`config.mk`:
```
export PLATFORM = sky130hd
export DESIGN_NAME = ifu_fetch
export DESIGN_NICKNAME = d
export VERILOG_FILES = /design/src/rtl/ifu_fetch_pkg.sv /design/src/rtl/ifu_out_reg.sv /design/src/rtl/ifu_fetch.sv
export SDC_FILE = /design/constraint.sdc
export NUM_CORES = 1
export LEC_CHECK = 0
export ABC_CLOCK_PERIOD_IN_PS = 2800
export CAP_MARGIN = 20
export CORE_ASPECT_RATIO = 1.4
export CORE_UTILIZATION = 45
export CTS_BUF_LIST = sky130_fd_sc_hd__clkbuf_16
export CTS_CLUSTER_SIZE = 10
export DETAILED_ROUTE_END_ITERATION = 8
export GPL_ROUTABILITY_DRIVEN = 0
export PLACE_DENSITY = 0.89
export SETUP_SLACK_MARGIN = 0.1
export SYNTH_ARGS = -nofsm -noshare
export SYNTH_HDL_FRONTEND = slang
export SYNTH_SLANG_ARGS = --single-unit
export TNS_END_PERCENT = 30
```
`constraint.sdc`:
```
create_clock -name clock -period 2.8 [get_ports clock]
set_clock_uncertainty 0.05 [all_clocks]
set_input_delay 0.28 -clock clock [delete_from_list [all_inputs] [get_ports clock]]
set_output_delay 0.28 -clock clock [all_outputs]
set_load 0.005 [all_outputs]
```
`src/rtl/ifu_fetch_pkg.sv`:
```
// ifu_fetch_pkg
//   Shared definitions for the instruction-fetch stage: default reset PC,
//   instruction size, FSM state encoding and the canonical NOP word.
package ifu_fetch_pkg;

  localparam logic [31:0] RESET_PC_DEFAULT = 32'h8000_0000;
  localparam int unsigned INST_BYTES       = 4;
  localparam logic [31:0] NOP              = 32'h0000_0013;  // addi x0, x0, 0

  typedef enum logic {
    ST_RUN  = 1'b0,
    ST_HALT = 1'b1
  } fetch_state_e;

endpackage

```
`src/rtl/ifu_out_reg.sv`:
```
// ifu_out_reg
//   One-entry valid/ready pipeline register carrying {pc, inst, misalign}
//   toward decode.
//   Ports:
//     clock, reset     : clock and synchronous active-high reset
//     load             : capture in_* this cycle (caller guarantees space)
//     flush            : drop any buffered entry; wins over load and transfer
//     in_pc/in_inst/in_misalign : entry being captured
//     out_ready        : downstream accepts the presented entry
//     out_valid/out_pc/out_inst/out_misalign : presented entry
module ifu_out_reg
  import ifu_fetch_pkg::*;
#(
  parameter int XLEN = 32
) (
  input  logic            clock,
  input  logic            reset,
  input  logic            load,
  input  logic            flush,
  input  logic [XLEN-1:0] in_pc,
  input  logic [XLEN-1:0] in_inst,
  input  logic            in_misalign,
  input  logic            out_ready,
  output logic            out_valid,
  output logic [XLEN-1:0] out_pc,
  output logic [XLEN-1:0] out_inst,
  output logic            out_misalign
);

  logic            valid_q, valid_d;
  logic [XLEN-1:0] pc_q, pc_d;
  logic [XLEN-1:0] inst_q, inst_d;
  logic            misalign_q, misalign_d;

  always_comb begin
    valid_d    = valid_q;
    pc_d       = pc_q;
    inst_d     = inst_q;
    misalign_d = misalign_q;
    if (flush) begin
      // Data fields are left as-is; only validity matters after a flush.
      valid_d = 1'b0;
    end else if (load) begin
      valid_d    = 1'b1;
      pc_d       = in_pc;
      inst_d     = in_inst;
      misalign_d = in_misalign;
    end else if (valid_q && out_ready) begin
      valid_d = 1'b0;
    end
  end

  always_ff @(posedge clock) begin
    if (reset) begin
      valid_q    <= 1'b0;
      pc_q       <= '0;
      inst_q     <= '0;
      misalign_q <= 1'b0;
    end else begin
      valid_q    <= valid_d;
      pc_q       <= pc_d;
      inst_q     <= inst_d;
      misalign_q <= misalign_d;
    end
  end

  assign out_valid    = valid_q;
  assign out_pc       = pc_q;
  assign out_inst     = inst_q;
  assign out_misalign = misalign_q;

endmodule

```
`src/rtl/ifu_fetch.sv`:
```
// ifu_fetch
//   Instruction-fetch stage. Owns the architectural PC, addresses a
//   combinational ROM, and registers {pc, inst} into a one-entry output
//   stage toward decode. Supports redirect/flush, halt and a fetch counter.
//   Ports:
//     clock, reset            : clock and synchronous active-high reset
//     rom_addr / rom_inst     : ROM address (= pc register) and returned word
//     out_valid/out_ready     : decode handshake
//     out_pc/out_inst/out_misalign : presented instruction
//     redirect_valid/redirect_target : flush and new PC
//     halt_req / halted       : stop request and HALT-state indication
//     fetch_count             : instructions loaded into the output stage
module ifu_fetch
  import ifu_fetch_pkg::*;
#(
  parameter int              XLEN     = 32,
  parameter logic [XLEN-1:0] RESET_PC = XLEN'(RESET_PC_DEFAULT)
) (
  input  logic            clock,
  input  logic            reset,
  output logic [XLEN-1:0] rom_addr,
  input  logic [XLEN-1:0] rom_inst,
  output logic            out_valid,
  input  logic            out_ready,
  output logic [XLEN-1:0] out_pc,
  output logic [XLEN-1:0] out_inst,
  output logic            out_misalign,
  input  logic            redirect_valid,
  input  logic [XLEN-1:0] redirect_target,
  input  logic            halt_req,
  output logic            halted,
  output logic [31:0]     fetch_count
);

  fetch_state_e    state_q, state_d;
  logic [XLEN-1:0] pc_q, pc_d;
  logic [31:0]     fetch_count_q, fetch_count_d;
  logic            load;
  logic            flush;

  // Output stage has room when empty or when its entry leaves this cycle.
  assign load  = (state_q == ST_RUN) && !redirect_valid && !halt_req &&
                 (!out_valid || out_ready);
  // Halt also drops a buffered entry: the halting instruction has committed.
  assign flush = redirect_valid || halt_req;

  always_comb begin
    state_d       = state_q;
    pc_d          = pc_q;
    fetch_count_d = fetch_count_q;

    if (state_q == ST_RUN && halt_req) begin
      state_d = ST_HALT;
    end

    // Redirect updates pc in either state; only RUN can advance it.
    if (redirect_valid) begin
      pc_d = redirect_target;
    end else if (load) begin
      pc_d = pc_q + XLEN'(INST_BYTES);
    end

    if (load) begin
      fetch_count_d = fetch_count_q + 32'd1;
    end
  end

  always_ff @(posedge clock) begin
    if (reset) begin
      state_q       <= ST_RUN;
      pc_q          <= RESET_PC;
      fetch_count_q <= '0;
    end else begin
      state_q       <= state_d;
      pc_q          <= pc_d;
      fetch_count_q <= fetch_count_d;
    end
  end

  ifu_out_reg #(
    .XLEN(XLEN)
  ) u_out_reg (
    .clock       (clock),
    .reset       (reset),
    .load        (load),
    .flush       (flush),
    .in_pc       (pc_q),
    .in_inst     (rom_inst),
    .in_misalign (pc_q[1:0] != 2'b00),
    .out_ready   (out_ready),
    .out_valid   (out_valid),
    .out_pc      (out_pc),
    .out_inst    (out_inst),
    .out_misalign(out_misalign)
  );

  assign rom_addr    = pc_q;
  assign halted      = (state_q == ST_HALT);
  assign fetch_count = fetch_count_q;

endmodule

```
# ---- Yosys cells after proc, flatten, opt, wreduce, memory -nomap -nowiden
# Index checks and enable logic that the tools add are counted.
dict set report totals {
  regBits 131
  output_inout_bits 131
  input_bits 69
  elab_cells 30
}
dict set report op_classes {
  n_mux 4
  reduce_logical 15
  bitwise_logic 2
  addsub 2
}
# cell n
set ops {}
lappend ops {{two-way mux 32 bit} 2}
lappend ops {{adder 32 x 1 -> 32 bit (second input constant)} 1}
lappend ops {{adder 32 x 3 -> 32 bit (second input constant)} 1}
lappend ops {{nonzero test 2 bit} 3}
lappend ops {{logical AND 1 bit} 5}
lappend ops {{logical NOT 1 bit} 3}
lappend ops {{logical OR 1 bit} 2}
lappend ops {{two-way mux 1 bit} 2}
lappend ops {{inverter 1 bit} 2}
lappend ops {{AND reduction 2 bit} 1}
lappend ops {{OR reduction 2 bit} 1}

# ---- Depth between registers and ports, before layout
dict set report logic_depth {
  word_depth 6
  ltp_mapped 7
  mapped_depth_nobuf 6
}

# ---- Modules after synthesis
# A second synthesis with hierarchy kept.
dict set report unflattened {
  hier_cells 678
  hier_area_um2 6508.7
}
# module area_each_um2 cells_each seq_area_each_um2 n_inst
set by_module_without_submodules {}
lappend by_module_without_submodules {ifu_out_reg 3260.6 300 1321.3 1}
lappend by_module_without_submodules {ifu_fetch 3248.1 378 1301.2 1}

# ---- Worst setup path after synthesis
# No wires, ideal clock.
dict set report synth_path {
  kind {register -> register}
  from {register pc_q[9], in the netlist rom_addr[9]}
  to {register pc_q[28], in the netlist rom_addr[28]}
  setup_time_ns 0.091
  synth_period_minus_slack_ns 2.051
  required_ns 2.659
  slack_ns 0.749
  path_buffers 0
  path_stages_with_launch 6
  t_arrival_ns 1.910
  cell_sequence {dfxtp_1 > and4_4 > nand3_4 > or4_4 > or3_1 > a311oi_1}
}
dict set report synth_between {
  elab_chain_len 3
}
# element line
set synth_rtl {}
lappend synth_rtl {{start, declared} ifu_fetch.sv:36} ;# logic [XLEN-1:0] pc_q, pc_d;
lappend synth_rtl {{start signal, assigned} ifu_fetch.sv:75} ;# pc_q <= pc_d;
lappend synth_rtl {{adder 32 x 3 -> 32 bit} ifu_fetch.sv:60} ;# pc_d = pc_q + XLEN'(INST_BYTES);
lappend synth_rtl {{two-way mux 32 bit} ifu_fetch.sv:59} ;# end else if (load) begin
lappend synth_rtl {{two-way mux 32 bit} ifu_fetch.sv:57} ;# if (redirect_valid) begin
# Every way passes these cells. The select of a mux whose other input is x is not followed.
# A chain may end at the register's enable or synchronous reset.

# ---- Final worst setup path
# Same ends and word-level chain as after synthesis.

==> results.ini <==
[outcome]
status = complete, no violations

[die]
die_y_um = 133
dieArea_um2 = 12800
initial_core_util_pct = 46.5
core.rowCount = 47
core_region_area_um2 = 11900
fp.dieW_um = 95.8
io_pins = 200

[timing]
fin_setup_tns_ns = 0
drv_slew = 0
period_minus_slack_ns = 2.27
fmaxAchievable_mhz = 440
setup_viol = 0
post-route-period-util_pct = 81.1
hold_viol = 0
worst_slew_pin_slew_ns = 0.739
setup_ws_ns = 0.530
maxSlewHeadroom_pct = 50.6
rsz0062_at_grt = false

[synthesis]
synthTopCellsByCount = nand2_1, dfxtp_1, a21oi_1
synth_mux_area_share_pct = 0.767
synth.cell_area_um2 = 5550
ys_seq_area_share_pct = 47.3
synth-compound-area-share_pct = 14.8
synthAdderAreaFrac_pct = 0.451
ys.flop_type = dfxtp_1
yosysTopAreaCellShare_pct = 47.3
synth_fp_nets = 764
ys_types = 45
async_reset_ff_share_pct = 0
synth_cells = 693
yosys-top-cells-area = dfxtp_1, nand2_1, a21oi_1
synth_top_family_by_area = simple AND/OR/NAND/NOR gates
yosys.area.top_type = dfxtp_1
synth_area_per_cell_um2 = 8.00
synthSimpleGateAreaFrac_pct = 28.2
synth-xor-area-share_pct = 4.74
synth_edf_count = 0
synthMostInstantiatedCell = nand2_1
yosysWarnings = 0
synth_seq_cells = 131

[place]
preCtsSetupSlack_ns = 0.237
placed_area_um2 = 7700
port_buffers = 199
hpwl_um = 11500

[setup_path]
worst-path-buf-inv = 0
end_kind = flop
critPathLaunchType = flop
crit_type = flop to flop
rr_worst_depth = 5
cp.arrival_ns = 2.54
r2r-start = rom_addr[9]
cpPeakStageDelay_ns = 0.59
required_ns = 3.07
crit_path_max_fanout = 9
crit_family = simple AND/OR/NAND/NOR gates
path_cells = and4_4 -> nand3_4 -> or4_4 -> or3_1 -> a311oi_1
r2r_slack_ns = 0.53
r2r-end = rom_addr[28]
crit_slowest_cell = or4_4

[cts]
path_clk_slew_ns = 0.05
holdBufCountCts = 0
cts_root_buf = clkbuf_16
post_cts_resized = 0
tritoncts = yes
h-tree-depth = 4
post-cts-setup-buffers = 0
clk_latency_ns = 0.41
cts_sinks = 131
clk_path_buf_depth = 2
cts_buffers = 17

[min_path]
min_to = u_out_reg.out_pc[19]
holdPathStages = 2
hold_path_class = input pin to flop
hold_start = reset

[cells_and_area]
syn_to_final_growth_pct = 48.9
multiInputGateArea_um2 = 2730
layout-drive-gt1-share_pct = 6.26
nFillCells = 945
nets = 953
antenna-diode-count = 0
seqCellArea_um2 = 2620
fin_area_um2 = 8260

[global_route]
grt_pass1_vias = 5149
overflow = 0
track_usage_pct = 25.8
grt_max_degree = 68
grt_antenna_before_repair = 0
grt_first_pass_wirelength_um = 25600

[job]
maxCapViolations = 0

[route]
routedWlPerCell_um = 15.9
drt-pass1-iter-count = 5
ant_nets = 0
remaining_drc_errors = 0
vias = 5712
wirelength_um = 16500
drtIter0Drc = 268
routed_via_density = 5.48

[power_and_ir_drop]
vdd_drop_max_mv = 0.396
pwr_density_cell_nw_per_um2 = 548
leakage_nw = 2.76

==> state kept, by name (all words and copies together) (netlist names) <==
register / cells
fetch_count: 32
u_out_reg.out_misalign: 1
u_out_reg.out_pc: 32
u_out_reg.out_inst: 32
halted: 1
rom_addr: 32
u_out_reg.out_valid: 1
==> area by class of cell <==
type	count	share of cell area, %
multi-input combinational	508	33.1
sequential	131	31.8
timing repair buffer	215	25.9
clock buffer	17	5.15
tap	147	2.23
clock inverter	15	1.53
inverter	9	0.409
==> worst reg2reg max path, cell delays in order, from the launching register on <==
cell,delay [ns]
dfxtp_1,0.49
and4_4,0.31
nand3_4,0.12
or4_4,0.59
or3_1,0.37
a311oi_1,0.25
==> worst max path at each step <==
stage	startpoint	slack, ns	cells after the start	end
after floorplan	rom_addr[9]	0.75	5	rom_addr[28]
after global placement	halt_req	0.34	6	fetch_count[16]
after detailed placement	halt_req	0.24	6	fetch_count[20]
after CTS	rom_addr[9]	0.54	5	rom_addr[28]
after global routing	rom_addr[9]	0.37	5	rom_addr[28]
final	rom_addr[9]	0.53	5	rom_addr[28]
==> stage by stage <==
step	util (%)	power, mW	hold WS, ns	std cells
after floorplan	-	2.20	0.320	693
after global placement	64.5	2.48	0.391	1010
after detailed placement	64.5	2.49	0.395	1010
after CTS	69.2	4.56	0.211	1042
after global routing	69.2	4.70	0.226	1042
final	69.2	4.53	0.228	1042
==> report_power, final <==
part	total (mW)	internal [mW]	switching (mW)	leakage, nW
Clock	2.07	1.28	0.791	0.280
Sequential	2.00	1.93	0.0723	1.07
Combinational	0.449	0.260	0.189	1.41
==> cells by family (layout without fill, tap and decap cells) <==
| logic type | after synthesis | count (layout) |
|---|---|---|
| and+or+nand+nor | 330 | 330 |
| muxes | 4 | 4 |
| DFF | 131 | 131 |
| xor gates and xnor gates | 30 | 30 |
| buffers and inverters | 54 | 256 |
| AOI/OAI and AO/OA | 142 | 142 |
| adders and majority gates | 2 | 2 |
==> layout by cell type (no fill, tap or decap), drive strengths merged, types with 3 or more instances in the layout <==
master and n:
clkdlybuf4s50 198, nand2 169, dfxtp 131, a21oi 90, nor2 45, nand3 24
nand4 21, clkbuf 17, buf 17, or3 16, o21ai 15, xnor2 15
xor2 15, or4 13, nor4 13, inv 12, o31ai 11, a211oi 10
a311oi 9, clkinv 9, nor3 8, and4 6, and2 5, or2 3
and3 3
==> layer usage <==
layer  part of all wire [%]  wire length, um  GRT usage [%]
met5                      0                0              0
met2                     51             8400           43.5
met4                    2.8              459           10.9
met3                    7.3             1210           7.88
met1                     39             6460           29.8
Note: power is estimated with default switching activity, not from simulation.
